==> src/rtl/strip_decoder_if.sv <==
// Byte write bus produced by strip_decoder; same shape as the strip_controller
// write port so a decoder can feed a controller directly.
interface strip_decoder_if #(
  parameter int ADDR_W = 8
);
  logic              write_en;
  logic [ADDR_W-1:0] write_addr;
  logic [7:0]        write_data;

  modport master (output write_en, write_addr, write_data);
  modport slave  (input  write_en, write_addr, write_data);
endinterface

==> src/rtl/strip_decoder.sv <==
// One-wire LED stream decoder: pulse-width bits to bytes, framed by a latch gap.
// Optional STRIP_DECODER_SYNC_EN adds a 2-flop synchroniser ahead of sampling.
module strip_decoder #(
  parameter int THIRD_CYCLES = 1,
  parameter int LATCH_CYCLES = 50,
  parameter int ADDR_W       = 8
) (
  input  logic              clk,
  input  logic              reset,
  input  logic              data_in,
  strip_decoder_if.master   wr,
  output logic              receiving,
  output logic              frame_done,
  output logic [ADDR_W:0]   frame_bytes,
  output logic              err,
  output logic              overflow
);
  localparam int CW = $clog2(LATCH_CYCLES + 1);
  localparam logic [CW-1:0]   LATCH_C    = CW'(LATCH_CYCLES);
  localparam logic [CW-1:0]   HIGH_MAX   = CW'(3 * THIRD_CYCLES);
  localparam logic [CW:0]     THREE_T    = (CW + 1)'(3 * THIRD_CYCLES);
  localparam logic [ADDR_W:0] BYTES_FULL = {1'b1, {ADDR_W{1'b0}}};

  typedef enum logic [2:0] {
    WAIT_GAP = 3'd0,
    IDLE     = 3'd1,
    HIGH     = 3'd2,
    LOW      = 3'd3,
    ERR      = 3'd4
  } state_t;

  state_t            state_r, state_s;
  logic              line_s, s_r, s_prev_r, rise_s, fall_s, gap_s, bit_s;
  logic [CW-1:0]     cnt_r, cnt_s;
  logic [7:0]        shift_r, shift_s;
  logic [2:0]        bits_r, bits_s;
  logic [ADDR_W:0]   bytes_r, bytes_s;
  logic              write_en_r, write_en_s;
  logic [ADDR_W-1:0] write_addr_r, write_addr_s;
  logic [7:0]        write_data_r, write_data_s;
  logic              receiving_r, receiving_s;
  logic              frame_done_r, frame_done_s;
  logic [ADDR_W:0]   frame_bytes_r, frame_bytes_s;
  logic              err_r, err_s;
  logic              overflow_r, overflow_s;

`ifdef STRIP_DECODER_SYNC_EN
  logic [1:0] sync_r;

  // two-flop synchroniser for an asynchronous line
  always_ff @(posedge clk) begin
    if (!reset) begin
      sync_r <= 2'b00;
    end else begin
      sync_r <= {sync_r[0], data_in};
    end
  end
  assign line_s = sync_r[1];
`else
  assign line_s = data_in;
`endif

  assign rise_s = s_r & ~s_prev_r;
  assign fall_s = ~s_r & s_prev_r;
  // cnt_r describes the level now held in s_prev_r
  assign gap_s  = ~s_prev_r & (cnt_r == LATCH_C);
  assign bit_s  = ({cnt_r, 1'b0} > THREE_T);
  assign cnt_s  = (s_r != s_prev_r) ? CW'(1) :
                  ((cnt_r == LATCH_C) ? cnt_r : cnt_r + CW'(1));

  // state register
  always_ff @(posedge clk) begin
    if (!reset) begin
      state_r <= WAIT_GAP;
    end else begin
      state_r <= state_s;
    end
  end

  // next state, datapath and output next values
  always_comb begin
    state_s       = state_r;
    shift_s       = shift_r;
    bits_s        = bits_r;
    bytes_s       = bytes_r;
    write_en_s    = 1'b0;
    write_addr_s  = write_addr_r;
    write_data_s  = write_data_r;
    receiving_s   = receiving_r;
    frame_done_s  = 1'b0;
    frame_bytes_s = frame_bytes_r;
    err_s         = 1'b0;
    overflow_s    = overflow_r;
    case (state_r)
      WAIT_GAP: begin
        if (gap_s && rise_s) begin
          state_s     = HIGH;
          receiving_s = 1'b1;
        end else if (gap_s) begin
          state_s = IDLE;
        end else begin
          state_s = WAIT_GAP;
        end
      end
      IDLE: begin
        if (rise_s) begin
          state_s     = HIGH;
          receiving_s = 1'b1;
        end else begin
          state_s = IDLE;
        end
      end
      HIGH: begin
        if (fall_s) begin
          shift_s = {shift_r[6:0], bit_s};
          bits_s  = bits_r + 3'd1;
          state_s = LOW;
          if (bits_r == 3'd7 && bytes_r == BYTES_FULL) begin
            overflow_s = 1'b1;
          end else if (bits_r == 3'd7) begin
            write_en_s   = 1'b1;
            write_addr_s = bytes_r[ADDR_W-1:0];
            write_data_s = {shift_r[6:0], bit_s};
            bytes_s      = bytes_r + (ADDR_W + 1)'(1);
          end else begin
            write_en_s = 1'b0;
          end
        end else if (cnt_r >= HIGH_MAX) begin
          // this cycle is still high, so the pulse is longer than a bit period
          state_s     = ERR;
          err_s       = 1'b1;
          receiving_s = 1'b0;
          shift_s     = 8'h00;
          bits_s      = 3'd0;
          bytes_s     = '0;
        end else begin
          state_s = HIGH;
        end
      end
      LOW: begin
        if (gap_s) begin
          if (bits_r != 3'd0) begin
            err_s = 1'b1;
          end else if (bytes_r != '0) begin
            frame_done_s  = 1'b1;
            frame_bytes_s = bytes_r;
          end else begin
            frame_done_s = 1'b0;
          end
          shift_s = 8'h00;
          bits_s  = 3'd0;
          bytes_s = '0;
          if (rise_s) begin
            state_s     = HIGH;
            receiving_s = 1'b1;
          end else begin
            state_s     = IDLE;
            receiving_s = 1'b0;
          end
        end else if (rise_s) begin
          state_s = HIGH;
        end else begin
          state_s = LOW;
        end
      end
      ERR: begin
        state_s = WAIT_GAP;
      end
      default: begin
        state_s = WAIT_GAP;
      end
    endcase
  end

  // line sampling, counters and registered outputs
  always_ff @(posedge clk) begin
    if (!reset) begin
      s_r           <= 1'b0;
      s_prev_r      <= 1'b0;
      cnt_r         <= '0;
      shift_r       <= 8'h00;
      bits_r        <= 3'd0;
      bytes_r       <= '0;
      write_en_r    <= 1'b0;
      write_addr_r  <= '0;
      write_data_r  <= 8'h00;
      receiving_r   <= 1'b0;
      frame_done_r  <= 1'b0;
      frame_bytes_r <= '0;
      err_r         <= 1'b0;
      overflow_r    <= 1'b0;
    end else begin
      s_r           <= line_s;
      s_prev_r      <= s_r;
      cnt_r         <= cnt_s;
      shift_r       <= shift_s;
      bits_r        <= bits_s;
      bytes_r       <= bytes_s;
      write_en_r    <= write_en_s;
      write_addr_r  <= write_addr_s;
      write_data_r  <= write_data_s;
      receiving_r   <= receiving_s;
      frame_done_r  <= frame_done_s;
      frame_bytes_r <= frame_bytes_s;
      err_r         <= err_s;
      overflow_r    <= overflow_s;
    end
  end

  assign wr.write_en   = write_en_r;
  assign wr.write_addr = write_addr_r;
  assign wr.write_data = write_data_r;
  assign receiving     = receiving_r;
  assign frame_done    = frame_done_r;
  assign frame_bytes   = frame_bytes_r;
  assign err           = err_r;
  assign overflow      = overflow_r;
endmodule

==> src/flat_wrapper.sv <==
// flat-port wrapper written by rule: the top's interface ports become plain ports
module strip_decoder_flat 
#(
  parameter int THIRD_CYCLES = 1,
  parameter int LATCH_CYCLES = 50,
  parameter int ADDR_W       = 8
)
  (clk, reset, data_in, receiving, frame_done, frame_bytes, err, overflow, wr_write_en, wr_write_addr, wr_write_data);
  strip_decoder_if #(.ADDR_W(ADDR_W)) wr_i ();
  input  logic clk;
  input  logic reset;
  input  logic data_in;
  output logic receiving;
  output logic frame_done;
  output logic [ADDR_W:0] frame_bytes;
  output logic err;
  output logic overflow;
  output wire logic [$bits(wr_i.write_en)-1:0] wr_write_en;
  output wire logic [$bits(wr_i.write_addr)-1:0] wr_write_addr;
  output wire logic [$bits(wr_i.write_data)-1:0] wr_write_data;
  assign wr_write_en = wr_i.write_en;
  assign wr_write_addr = wr_i.write_addr;
  assign wr_write_data = wr_i.write_data;
  strip_decoder #(.THIRD_CYCLES(THIRD_CYCLES), .LATCH_CYCLES(LATCH_CYCLES), .ADDR_W(ADDR_W)) u_core (.clk(clk), .reset(reset), .data_in(data_in), .wr(wr_i), .receiving(receiving), .frame_done(frame_done), .frame_bytes(frame_bytes), .err(err), .overflow(overflow));
endmodule
==> config.mk <==
export PLATFORM = sky130hd
export DESIGN_NAME = strip_decoder_flat
export DESIGN_NICKNAME = d
export VERILOG_FILES = /design/src/rtl/strip_decoder_if.sv /design/src/rtl/strip_decoder.sv /design/src/flat_wrapper.sv
export SDC_FILE = /design/constraint.sdc
export NUM_CORES = 1
export LEC_CHECK = 0
export ABC_AREA = 1
export BUFFER_PORTS_ARGS = -buffer_cell sky130_fd_sc_hd__buf_2
export CORE_MARGIN = 2
export CORE_UTILIZATION = 57
export CTS_CLUSTER_DIAMETER = 40
export DETAILED_ROUTE_END_ITERATION = 10
export PLACE_DENSITY = 0.9
export SLEW_MARGIN = 10
export SYNTH_ARGS = -nofsm -noshare
export SYNTH_HDL_FRONTEND = slang
export SYNTH_SLANG_ARGS = --single-unit
==> constraint.sdc <==
create_clock -name clk -period 2.1 [get_ports clk]
set_input_delay 0.315 -clock clk [delete_from_list [all_inputs] [get_ports clk]]
set_output_delay 0.315 -clock clk [all_outputs]
set_load 0.01 [all_outputs]
# ---- Word level (Yosys, flattened, before mapping)
# Index checks and enable logic that the tools add are counted.
# Widths: inputs -> output; s select.
dict set report totals {
  input_bits 3
  ff_bits 60
  out_inout_bits 30
  wordCells 103
}
dict set report op_classes {
  add_sub_neg 3
  n_bitwise 12
  mux 38
  eq_ne 16
  reduce_logical 16
  order_cmp 2
}
# op count
set ops {}
lappend ops {{$mux 9} 5}
lappend ops {{$mux 3} 7}
lappend ops {{$mux 7} 3}
lappend ops {{$pmux 9 s2} 1}
lappend ops {{$mux 1} 16}
lappend ops {{$pmux 7 s2} 1}
lappend ops {{$pmux 3 s4} 1}
lappend ops {{$add 9x1->9 const B} 1}
lappend ops {{$eq 9x9->1 const B} 1}
lappend ops {{$not 1->1} 9}
lappend ops {{$reduce_bool 9->1} 1}
lappend ops {{$ne 2x1->1 const B} 4}
lappend ops {{$reduce_and 4->1} 2}
lappend ops {{$reduce_or 4->1} 2}
lappend ops {{$gt 7x2->1 const B} 1}
lappend ops {{$add 6x1->6 const B} 1}
lappend ops {{$eq 3x2->1 const B} 2}
lappend ops {{$eq 6x6->1 const B} 1}
lappend ops {{$ge 6x2->1 const B} 1}
lappend ops {{$ne 3x3->1 const B} 2}
lappend ops {{$pmux 3 s2} 1}
lappend ops {{$reduce_and 3->1} 2}
lappend ops {{$reduce_and 6->1} 1}
lappend ops {{$reduce_and 5->1} 1}
lappend ops {{16 further kinds} 20}

# ---- Logic depth before layout (Yosys ltp)
# Gate-level depths: netlist (run 1).
dict set report logic_depth {
  ltp_word 5
  depth_mapped 12
  mapped_depth_nobuf 12
}

# ---- Worst setup path before layout (run 1)
# No wires, ideal clock.
dict set report synth_path {
  path_type {register to register}
  start {register u_core.cnt_r[0]}
  end {register u_core.frame_bytes_r[0], in the netlist u_core.frame_bytes[0]}
  t_arrival_ns 1.323
  required_time_ns 1.968
  setup_time_ns 0.132
  setup_slack_ns 0.644
  path_stages_with_launch 12
  path_cell_list {dfxtp_1 inv_1 ha_1 inv_1 nor2_4 nand3_4 inv_2 nand2_2 nor2_8 nand2_2 nand2_1 a21oi_1}
}
dict set report synth_between {
  elab_chain_cells 3
}
# element line_no
set synth_rtl {}
lappend synth_rtl {{start: declaration} strip_decoder.sv:34} ;# logic [CW-1:0] cnt_r, cnt_s;
lappend synth_rtl {{start signal: assignment} strip_decoder.sv:195} ;# cnt_r <= cnt_s;
lappend synth_rtl {{$eq 6x6->1} strip_decoder.sv:66} ;# assign gap_s = ~s_prev_r & (cnt_r == LATCH_C);
lappend synth_rtl {{$and 1x1->1} strip_decoder.sv:66}
lappend synth_rtl {{$reduce_and 4->1 (no line)} n/a}
lappend synth_rtl {{end signal: assignment} strip_decoder.sv:204} ;# frame_bytes_r <= frame_bytes_s;
lappend synth_rtl {{end: declaration} strip_decoder.sv:43} ;# logic [ADDR_W:0] frame_bytes_r, frame_bytes_s;
# No other way between the ends.
# A chain may end at the register's enable or synchronous reset.

# ---- Final worst setup path (run 1)
dict set report layout_path {
  start {register u_core.bytes_r[1]}
  end {register u_core.bytes_r[7]}
}
dict set report layout_between {
  elab_chain_cells 5
}
# element line_no
set layout_rtl {}
lappend layout_rtl {{start: declaration} strip_decoder.sv:37} ;# logic [ADDR_W:0] bytes_r, bytes_s;
lappend layout_rtl {{start signal: assignment} strip_decoder.sv:198} ;# bytes_r <= bytes_s;
lappend layout_rtl {{$add 9x1->9} strip_decoder.sv:124} ;# bytes_s = bytes_r + (ADDR_W + 1)'(1);
lappend layout_rtl {{$mux 9} strip_decoder.sv:120} ;# end else if (bits_r == 3'd7) begin
lappend layout_rtl {{$mux 9} strip_decoder.sv:118} ;# if (bits_r == 3'd7 && bytes_r == BYTES_FULL) begin
lappend layout_rtl {{$mux 9} strip_decoder.sv:114} ;# if (fall_s) begin
lappend layout_rtl {{$pmux 9 s2} strip_decoder.sv:94} ;# case (state_r)
# Parallel ways exist; a longest one is shown, timed or not. The select of a mux whose other input is x is not followed.

==> results of run 1 <==
## sequential cells by signal, summed over array words and instances, names as in the netlist
register / flops
u_core.bytes_r: 9
u_core.err: 1
u_core.frame_bytes: 9
u_core.bits_r: 3
u_core.receiving: 1
u_core.s_prev_r: 1
u_core.wr.write_addr: 8
u_core.shift_r: 7
u_core.wr.write_en: 1
u_core.frame_done: 1
u_core.cnt_r: 6
u_core.overflow: 1
u_core.s_r: 1
u_core.wr.write_data: 8
u_core.state_r: 3
## layer usage
| metal | share of wire | vias up | global-route usage |
|---|---|---|---|
| li1 | - | 1300 | - |
| met1 | 0.43 | 1156 | 0.297 |
| met2 | 0.49 | 85 | 0.418 |
| met3 | 0.056 | 13 | 0.0759 |
| met4 | 0.026 | 0 | 0.107 |
| met5 | 0 | - | 0 |
## final cells by class
class                   count  area (sq um)  area share
multi-input cells         263          1380       0.431
flip-flops and latches     60          1200       0.375
repair buffers             36           190      0.0594
clock buffers              12           155      0.0485
inverters                  38           143      0.0446
well taps                  67          83.8      0.0262
clock inverters             4          47.5      0.0149
## power groups by stage
stage / combinational [mW] / clock [mW] / sequential [mW]
after CTS: 0.0637 / 1.06 / 1.15
final: 0.0641 / 1.05 / 1.15
after global placement: 0.0613 / 0 / 1.18
after global routing: 0.0722 / 1.12 / 1.15
after detailed placement: 0.0631 / 0 / 1.18
after floorplan: 0.0465 / 0 / 1.17
## how the worst max path moves through the flow
stage / cells past startpoint / end / slack [ns]
3_3_place_gp: 7 / u_core.wr.write_addr[1] / 0.51
4_1_cts: 10 / u_core.bytes_r[7] / 0.36
2_1_floorplan: 11 / u_core.frame_bytes[0] / 0.64
3_5_place_dp: 10 / u_core.bytes_r[8] / 0.42
6_report: 10 / u_core.bytes_r[7] / 0.33
5_1_grt: 8 / u_core.frame_bytes[3] / 0.14
## worst max-delay path: stages (launching register included)
cell     delay, ns
dfxtp_1       0.37
inv_1         0.12
ha_1          0.17
nand2_1       0.05
nor2_1        0.15
nand3_1       0.20
nand2_1       0.13
nand2_2       0.12
nand2_2       0.18
nand2_1       0.09
a21oi_1       0.14
## synth_stat cells (3+ instances only)
master	count
nand3_1	50
nand2_1	73
buf_4	3
a21oi_1	46
nor2_1	35
dfxtp_1	60
o21ai_1	6
nand4_1	4
nor2_4	3
nand2_2	7
buf_2	3
inv_1	28
clkbuf_1	5
inv_2	8
nor2_8	3
o21ai_0	4
ha_1	9
a31oi_1	3
nor3_1	5
## cells by family after synthesis
logic type               Yosys count  share of synthesized area
buffers and inverters             50                     0.0753
XOR/XNOR                           3                    0.00941
adder cells (fa/ha/maj)            9                     0.0403
AO/OA/AOI/OAI                     60                      0.110
flip-flops                        60                      0.430
AND/OR/NAND/NOR                  191                      0.335
## metrics by stage
stage	area, sq um	util
2_1_floorplan	2790	-
3_3_place_gp	3000	0.635
3_5_place_dp	3000	0.635
4_1_cts	3200	0.678
5_1_grt	3200	0.678
6_report	3200	0.678
==> flow_summary.json, run 1 <==
{
  "status": "complete, no violations",
  "crit_path_start": "u_core.bytes_r[1]",
  "layout_common_cells": "nand2_1, dfxtp_1, nand3_1, a21oi_1, nor2_1",
  "dp_cells": 464,
  "r2r_slack_ns": 0.33,
  "synth_seq_cells": 60,
  "initial_core_util": 0.591,
  "pwr-share-clk": 0.463,
  "wl_per_cell_um": 12.8,
  "cts_tree": "built",
  "synth_area_per_cell_sq_um": 7.48,
  "r2r_start": "u_core.bytes_r[1]",
  "ant_nets": 0,
  "ctsHtreeMaxLevel": 3,
  "grt_antenna_before_repair": 0,
  "clockBufferDepth": 2,
  "finalHoldViolCount": 0,
  "total_power_mw": 2.26,
  "hold_path_depth": 3,
  "power.density_mw_per_mm2": 707,
  "critical_path_class": "reg -> reg",
  "hold_path.class": "in -> reg",
  "gp_congestion": 0.929,
  "num_io_pins": 33,
  "post-place-ws_ns": 0.416,
  "syn_nets": 385,
  "r2r_end": "u_core.bytes_r[7]",
  "cts_setup_buffers": 0,
  "period_share": 0.842,
  "ys_types": 32,
  "yosys.area.top_type": "dfxtp_1",
  "cts_hold_buf": 0,
  "cp-start-kind": "flop",
  "syn_inst": 373,
  "ff2ff_path_depth": 10,
  "period_needed_ns": 1.77,
  "grt_pass1_wl_mm": 10.3,
  "grtUsageTotal": 0.249,
  "core_area_sq_mm": 0.00472,
  "setup_tns_ns": 0,
  "fmax_mhz": 565,
  "grt_max_degree": 27,
  "clock_skew_ns": 0.00846,
  "first_pass_iters": 4,
  "area_delta_synth_final_pct": 14.7,
  "yosysSeqAreaShare": 0.430,
  "slew_headroom": 0.747,
  "rsz0062_at_grt": "no",
  "grt_pass1_vias": 2354,
  "synth-edff-count": 0,
  "worstPathArrival_ns": 2.04,
  "cp_max_fo": 8,
  "p_seq_frac": 0.509,
  "setup_viol": 0,
  "fin_hold_ws_ns": 0.173,
  "num_antenna_cells": 0,
  "final_common_cell": "nand2_1",
  "ir_drop_v": 0.000466,
  "via_count": 2554,
  "hpwl_mm": 4.27,
  "hold_start": "data_in",
  "power_frac_comb": 0.028,
  "clock-root-buffer": "clkbuf_8",
  "final_nets": 420,
  "end_kind": "flop",
  "drv_cap": 0,
  "slew_violations": 0,
  "layout-drive-gt1-share": 0.186,
  "stdcell_count": 480,
  "num_rows": 25,
  "drt-total-wl_mm": 6.14,
  "ctsResizeCount": 0,
  "hold_end": "u_core.s_r",
  "syn_area_sq_mm": 0.00279,
  "grt-ovfl-total": 0,
  "worst_slack_ns": 0.332,
  "fp.dieW_um": 74.0,
  "die_h_um": 74.0,
  "n_fill_cell": 410,
  "ys_warn_count": 0,
  "power_leakage_nw": 1.31,
  "worst-slew-pin-transition_ns": 0.378,
  "ys.flop_type": "dfxtp_1",
  "p_sw_frac": 0.217,
  "numCtsBuffers": 9,
  "yosys.area.top_type_share": 0.430,
  "crit_required_ns": 2.38,
  "async_flop_share": 0,
  "drc_errors": 0,
  "insertion_delay_ns": 0.34,
  "routed_via_density": 5.32,
  "clock-sinks": 60,
  "synth_top_cells_by_area": "dfxtp_1, nand2_1, nand3_1, a21oi_1, nor2_1",
  "p_switching_mw": 0.491,
  "die-area_sq_mm": 0.00547,
  "internal_power_mw": 1.77,
  "drt-initial-drc-count": 190,
  "clk_pin_slew_worst_paths_ns": 0.07,
  "portBuffers": 32
}
Power figures use the tool's default switching activity.
==> run 2, diff against run 1 <==
Settings changed: CORE_UTILIZATION 57 to 52, PLACE_DENSITY 0.9 to 0.87.
Clock period 2.1 ns to 1.55 ns, I/O delays scaled along.
==> run 2 against run 1 <==
The run now ends with negative setup slack left; cell count grew 6.7%; sequential power grew 36%; clock skew is essentially flat.
==> flow_summary.json, run 2 (same netlist as run 1, synthesis figures left out) <==
{
  "grt-ovfl-total": 0,
  "clock-root-buffer": "clkbuf_8",
  "drt-total-wl_mm": 7.47,
  "num_antenna_cells": 0,
  "cp_max_fo": 7,
  "gp_congestion": 0.941,
  "power_leakage_nw": 1.51,
  "fmax_mhz": 602,
  "drc_errors": 0,
  "hpwl_mm": 4.34,
  "final_util": 0.708,
  "final_nets": 450,
  "dp_cells": 490,
  "portBuffers": 32,
  "grt_pass1_vias": 2486,
  "core_area_sq_mm": 0.00514,
  "layout_common_cells": "nand2_1, dfxtp_1, nand3_1, a21oi_1",
  "crit_required_ns": 1.79,
  "cp-start-kind": "flop",
  "wl_per_cell_um": 14.6,
  "setup_viol": 14,
  "regArea_sq_mm": 0.00121,
  "via_count": 2828,
  "worst-slew-pin-transition_ns": 0.321,
  "initial_core_util": 0.543,
  "rsz0062_at_grt": "yes",
  "grt_antenna_before_repair": 0,
  "clk_pin_slew_worst_paths_ns": 0.07,
  "grt_max_degree": 44,
  "die_h_um": 77.3,
  "r2r_end": "u_core.bytes_r[5]",
  "slew_violations": 0,
  "num_io_pins": 33,
  "hold_path.class": "in -> reg",
  "violations": "negative setup slack",
  "post-place-ws_ns": -0.0345,
  "clock-sinks": 60,
  "stdcell_count": 512,
  "ff2ff_path_depth": 12,
  "r2r_start": "u_core.cnt_r[0]",
  "clock_skew_ns": 0.00804,
  "cts_hold_buf": 0,
  "period_share": 1.07,
  "end_kind": "flop",
  "finalHoldViolCount": 0,
  "slew_headroom": 0.784,
  "final_common_cell": "nand2_1",
  "grtUsageTotal": 0.227,
  "hold_end": "u_core.s_r",
  "power.density_mw_per_mm2": 874,
  "layout-drive-gt1-share": 0.303,
  "numCtsBuffers": 9,
  "cts_tree": "built",
  "first_pass_iters": 5,
  "hold_start": "data_in",
  "drt-initial-drc-count": 209,
  "setup_tns_ns": -0.751,
  "ctsHtreeMaxLevel": 3,
  "multi_input_area_sq_mm": 0.00153,
  "period_needed_ns": 1.66,
  "status": "finished with violations",
  "ir_drop_v": 0.000729,
  "drv_cap": 0,
  "die-area_sq_mm": 0.00597,
  "ant_nets": 0,
  "grt_pass1_wl_mm": 10.7,
  "critical_path_class": "reg -> reg",
  "fp.dieW_um": 77.3,
  "insertion_delay_ns": 0.35,
  "hold_path_depth": 3,
  "n_fill_cell": 384,
  "worstPathArrival_ns": 1.91,
  "r2r_slack_ns": -0.11,
  "num_rows": 26,
  "area_delta_synth_final_pct": 30.4,
  "worst_slack_ns": -0.111,
  "routed_via_density": 5.52,
  "clockBufferDepth": 2
}
## run 2: how the worst max path moves through the flow
stage                       from               endpoint  slack, ns
2_1_floorplan    u_core.cnt_r[0]  u_core.frame_bytes[0]       0.09
6_report         u_core.cnt_r[0]      u_core.bytes_r[5]      -0.11
3_5_place_dp     u_core.cnt_r[1]      u_core.shift_r[5]      -0.03
5_1_grt        u_core.bytes_r[2]      u_core.bytes_r[5]      -0.21
4_1_cts          u_core.cnt_r[0]      u_core.bytes_r[6]      0.001
3_3_place_gp     u_core.cnt_r[0]  u_core.frame_bytes[6]       0.03
## run 2: worst max-delay path: stages (launching register included)
cell     delay (ns)
dfxtp_2        0.34
inv_2          0.07
ha_4           0.12
inv_2          0.04
nor2_4         0.13
nand3_4        0.12
nand2_4        0.12
inv_4          0.06
nor2_8         0.17
buf_6          0.16
nand3_1        0.10
nand2_1        0.08
nor2_1         0.05
## run 2: per-layer routing
metal	track usage	vias up	wire length (um)
li1	-	1354	-
met3	0.0741	35	576
met5	0	-	0
met2	0.367	124	3640
met4	0.121	0	306
met1	0.267	1315	2950
## run 2: per-stage QoR
stage | hold WS, ns | power [mW] | cell area (sq um)
2_1_floorplan | 0.330 | 1.65 | 2790
3_3_place_gp | 0.416 | 1.69 | 3190
3_5_place_dp | 0.427 | 1.69 | 3190
4_1_cts | 0.0708 | 3.17 | 3440
5_1_grt | 0.0706 | 3.28 | 3640
6_report | 0.0700 | 3.18 | 3640
## run 2: layout make-up
type | count | area share
inverter | 38 | 0.0406
multi-input combinational | 263 | 0.420
clock buffer | 10 | 0.0351
tap | 70 | 0.0241
clock inverter | 5 | 0.0213
sequential | 60 | 0.332
timing repair buffer | 66 | 0.126
## run 2: repair_timing
item	4_1_cts	5_1_grt
setup buffers	1	6
endpoints found under the setup margin	20	43
resized for setup	10	42
pin swaps	3	19
## run 2: report_power, final
group / internal (mW) / total [mW] / switching [mW] / leakage [nW]
Combinational: 0.0438 / 0.119 / 0.0752 / 0.920
Clock: 0.890 / 1.50 / 0.612 / 0.102
Sequential: 1.55 / 1.56 / 0.00972 / 0.486
